File: config.mk
export PLATFORM = sky130hd
export DESIGN_NAME = gray_rr_arbiter
export DESIGN_NICKNAME = d
export VERILOG_FILES = /design/src/rtl/gray_rr_arbiter.sv
export SDC_FILE = /design/constraint.sdc
export NUM_CORES = 1
export LEC_CHECK = 0
export BUFFER_PORTS_ARGS = -buffer_cell sky130_fd_sc_hd__buf_2
export CAP_MARGIN = 20
export CORE_MARGIN = 1.5
export CORE_UTILIZATION = 35
export CTS_BUF_LIST = sky130_fd_sc_hd__clkbuf_2 sky130_fd_sc_hd__clkbuf_4 sky130_fd_sc_hd__clkbuf_8
export DETAILED_ROUTE_END_ITERATION = 8
export PLACE_DENSITY = 0.61
export SLEW_MARGIN = 20
export SYNTH_ARGS = -nofsm -noshare
export SYNTH_HDL_FRONTEND = slang
export SYNTH_SLANG_ARGS = --single-unit
File: constraint.sdc
create_clock -name clock -period 1.9 [get_ports clock]
set_clock_uncertainty 0.2 [all_clocks]
set_input_delay 0.38 -clock clock [delete_from_list [all_inputs] [get_ports clock]]
set_output_delay 0.38 -clock clock [all_outputs]
set_load 0.005 [all_outputs]
File: src/rtl/gray_rr_arbiter.sv
// Four-requester round-robin arbiter whose priority ring follows Gray order 0,1,3,2.
// Define GRAY_ARB_TIMEOUT_EN to add a hold counter that force-releases a grant after TIMEOUT busy cycles.
module gray_rr_arbiter #(
    parameter int TIMEOUT = 8
) (
    input  logic       clock,
    input  logic       clear,
    input  logic [3:0] req,
    input  logic       done,
    output logic [3:0] grant,
    output logic [1:0] grant_id,
    output logic       busy,
    output logic [1:0] ptr,
    output logic       timeout
);

    localparam logic [0:0] ST_IDLE = 1'b0;
    localparam logic [0:0] ST_BUSY = 1'b1;

    logic [0:0] r_state;
    logic [3:0] r_grant;
    logic [1:0] r_grant_id;
    logic       r_busy;
    logic [1:0] r_ptr;

    logic [1:0] w_ptr_slot;
    logic       w_found;
    logic [1:0] w_win_id;
    logic       w_release_req;
    logic       w_release;

    // Slot s in the ring is served by requester s ^ (s >> 1).
    function automatic logic [1:0] slot_code(input logic [1:0] s);
        return s ^ (s >> 1);
    endfunction

    always_comb begin
        // NOTE: every combinational output gets a default first so no latch is inferred.
        w_ptr_slot = {r_ptr[1], r_ptr[1] ^ r_ptr[0]};
        w_found    = 1'b0;
        w_win_id   = 2'd0;
        // k = 4 wraps back to the last winner's own slot, making it lowest priority.
        for (int k = 1; k <= 4; k++) begin
            if (!w_found && req[slot_code(w_ptr_slot + 2'(k))]) begin
                w_found  = 1'b1;
                w_win_id = slot_code(w_ptr_slot + 2'(k));
            end
        end
    end

    assign w_release_req = done || !req[r_grant_id];

`ifdef GRAY_ARB_TIMEOUT_EN
    logic [7:0] r_hold;
    logic       r_timeout;
    logic       w_force;

    // A normal release on the same edge wins over the forced one, so no pulse then.
    assign w_force   = (r_state == ST_BUSY) && (r_hold == 8'(TIMEOUT - 1)) && !w_release_req;
    assign w_release = w_release_req || w_force;
    assign timeout   = r_timeout;

    always_ff @(posedge clock or posedge clear) begin
        if (clear) begin
            r_hold    <= 8'd0;
            r_timeout <= 1'b0;
        end else begin
            r_timeout <= 1'b0;
            if (r_state == ST_IDLE) begin
                r_hold <= 8'd0;
            end else if (w_force) begin
                r_timeout <= 1'b1;
                r_hold    <= 8'd0;
            end else if (!w_release) begin
                r_hold <= r_hold + 8'd1;
            end
        end
    end
`else
    assign w_release = w_release_req;
    assign timeout   = 1'b0;
`endif

    // NOTE: state registers use non-blocking assignments so every flop samples pre-edge values.
    always_ff @(posedge clock or posedge clear) begin
        if (clear) begin
            r_state    <= ST_IDLE;
            r_grant    <= 4'b0000;
            r_grant_id <= 2'd0;
            r_busy     <= 1'b0;
            r_ptr      <= 2'b10;
        end else begin
            case (r_state)
                ST_IDLE: begin
                    if (w_found) begin
                        r_state    <= ST_BUSY;
                        r_grant    <= 4'b0001 << w_win_id;
                        r_grant_id <= w_win_id;
                        r_busy     <= 1'b1;
                        r_ptr      <= w_win_id;
                    end
                end
                ST_BUSY: begin
                    if (w_release) begin
                        r_state    <= ST_IDLE;
                        r_grant    <= 4'b0000;
                        r_grant_id <= 2'd0;
                        r_busy     <= 1'b0;
                    end
                end
                default: begin
                    r_state    <= ST_IDLE;
                    r_grant    <= 4'b0000;
                    r_grant_id <= 2'd0;
                    r_busy     <= 1'b0;
                end
            endcase
        end
    end

    assign grant    = r_grant;
    assign grant_id = r_grant_id;
    assign busy     = r_busy;
    assign ptr      = r_ptr;

endmodule

==> qor.csv <==
stage,metric,value,unit
logic_synthesis,"count leader, synth",dfrtp_1,
die,Core ar.,1370,µm²
logic_synthesis,Mapped Area,538,µm²
clocking,Root Driver,clkbuf_4,
worst_setup_path,Worst Setup End Kind,register,
clocking,CTS max path bufs,2,
power_and_ir_drop,power per cell area,1480,nW/µm²
logic_synthesis,Netlist cell types,26,
worst_setup_path,CP max stage delay,0.56,ns
die,Die Y,42.2,µm
die,DIE WIDTH,42.2,µm
cells_and_area,nets@finish,75,
worst_setup_path,worst-path maximum fanout,5,
run,Maximum Capacitance Violations,0,
routing,Post-DRT Antenna Nets,0,
clocking,H-tree depth,1,
sta,setup ws final,0.178,ns
outcome,outcome,finished clean,
routing,Post-Route WL,1090,µm
worst_setup_path,slowest CP cell,mux4_2,
placed_design,Place WS,0.0959,ns
logic_synthesis,sequential fraction of the synthesis area,46.7,%
cells_and_area,fin util,49.8,%
sta,Final Hold Fails,0,
clocking,CTS tree,yes,
logic_synthesis,Commonest cells post-synth,"9 x dfrtp_1, 4 x inv_1, 4 x o21ai_0",
global_routing,vias in the first global route,394,
hold_path,Worst Hold Class,in -> reg,
routing,Met3 Routed Length,51,µm
logic_synthesis,Synth Net Count,54,
sta,Final Cycle Share,90.6,%
routing,routed len/inst,13.3,µm
global_routing,Global Route Usage Sum,14.1,%
sta,endpoints failing setup,0,
routing,Avg Vias per Cell,5.45,
placed_design,"Cell Area, Placed",634,µm²
worst_setup_path,crit-path cells,mux4_2 -> a22o_4 -> a32o_1,
power_and_ir_drop,total power,1.01,mW
sta,Max Slew Vio Count,0,
routing,DR pass1 iterations,4,
cells_and_area,diode count,0,
routing,routed metal-1 wirelength,558,µm
power_and_ir_drop,Pleak,0.326,nW
worst_setup_path,crit start category,register,
sta,crit path time final,1.72,ns
logic_synthesis,"Top FF cell, synth",dfrtp_1,
clocking,clk sinks,10,
routing,DRC,0,
logic_synthesis,number of synthesis warnings,0,
sta,RSZ-0062 raised after global routing,false,
clocking,Worst-path clk slew,0.07,ns
die,DIE AREA,1780,µm²
worst_setup_path,WS Path Type,reg -> reg,
logic_synthesis,largest area contributor in the netlist,dfrtp_1,
cells_and_area,share of post-route cells with drive strength above 1,44.8,%
cells_and_area,synth-to-layout area growth,26.5,%
die,cell row count,13,
routing,via count,447,
die,starting density of the core,39.4,%
global_routing,initial antenna violation count,0,
logic_synthesis,Yosys reg bits,10,
placed_design,post-detail-place hpwl,800,µm
routing,Top Layer Used,met4,
logic_synthesis,syn avg cell area,11.4,µm²
logic_synthesis,Yosys top cell area share,41.9,%
global_routing,Overflow after GRT,0,
sta,Setup TNS,0,ns
placed_design,number of buffers added on ports,15,
clocking,number of buffers created by CTS,3,
logic_synthesis,Post-Syn Instances,47,
cells_and_area,Fill cells,140,
power_and_ir_drop,Peak VDD IR,0.763,mV
cells_and_area,fin area,681,µm²
logic_synthesis,most area-consuming cells after synthesis,"dfrtp_1 42%, o32ai_2 6.0%, dfstp_2 4.9%",
worst_setup_path,worst path required time,1.85,ns
logic_synthesis,Post-synth EDFFs,0,
placed_design,Placer Congestion,0.752,
logic_synthesis,"FFs w/ async S/R, synth",100,%
global_routing,first-pass GRT wire length,1780,µm
global_routing,largest net degree at the start of global routing,11,
clocking,worst skew pair latency,0.27,ns
routing,metal2 WL,440,µm
worst_setup_path,"Arr. time, crit path",1.68,ns
sta,Fmax,0.581,GHz
die,I/O pin total,17,
routing,DR iter-0 viols,9,
## kinds of logic after synthesis
logic type / after synthesis / share of synthesized area (%)
buffers and inverters: 6 / 5.12
other: 1 / 0.697
AO/OA/AOI/OAI: 18 / 30.2
AND/OR/NAND/NOR: 11 / 13.0
flip-flops: 10 / 46.7
multiplexers: 1 / 4.19
## critical path: cells and delay by family (launching register included)
kind	cells	cell delay (ns)
multiplexers	1	0.56
AO/OA/AOI/OAI	2	0.46
flip-flops	1	0.39
## report_power, final
group | internal, mW | total [mW] | switching [mW]
registers | 0.318 | 0.403 | 0.0857
logic | 0.217 | 0.413 | 0.196
clock network | 0.116 | 0.191 | 0.0751
total | 0.651 | 1.01 | 0.357
## layer usage
| layer | global-route usage (%) | up-vias |
|---|---|---|
| li1 | - | 219 |
| met1 | 18.1 | 210 |
| met2 | 19.4 | 14 |
| met3 | 3.02 | 4 |
| met4 | 13.1 | 0 |
| met5 | 0 | - |
## area by class of cell
cell class | instances | area (µm²) | area share, %
inverters | 4 | 15.0 | 2.21
well taps | 15 | 18.8 | 2.76
multi-input cells | 31 | 259 | 38.1
flip-flops and latches | 10 | 251 | 36.9
clock buffers | 4 | 36.3 | 5.33
repair buffers | 18 | 100 | 14.7
## flip-flops by register name, indices dropped and copies added (netlist names)
register  cells
grant         4
grant_id      2
ptr           2
busy          1
r_state       1
## final timing paths
path / start / end / slack [ns] / cells after the start
min reg2reg: busy / busy / 0.29 / 1
max reg2reg: grant_id[0] / grant[0] / 0.18 / 3
min: done / r_state / 0.22 / 4
max in group asynchronous: clear / ptr[1] / 0.77 / 3
min in group asynchronous: clear / busy / 0.42 / 3
max: grant_id[0] / grant[0] / 0.18 / 3
## per-stage QoR
stage | hold WS [ns] | instances
finish | 0.221 | 82
global route | 0.239 | 82
CTS | 0.219 | 82
detailed placement | 0.175 | 77
global placement | 0.165 | 77
floorplan | 0.0195 | 47
## placed cells by master, fill, tap and decap left out, drive strengths merged, types with 2 or more instances in the layout
master / Yosys / final
a21o: 2 / 2
a22o: 2 / 2
a32o: 2 / 2
buf: 2 / 17
clkbuf: 0 / 4
dfrtp: 9 / 9
inv: 4 / 4
nand2: 2 / 2
nor2: 2 / 2
nor2b: 2 / 2
o21ai: 4 / 4
o32ai: 3 / 3
or2: 2 / 2
## timing repair
action | in CTS | in global routing
resized for setup | 0 | 0
buffers inserted | 0 | 0
hold buffers | 1 | 0
setup endpoints to repair | 0 | 0
endpoints found under the hold margin | 9 | 0
Power figures use the tool's default switching activity.
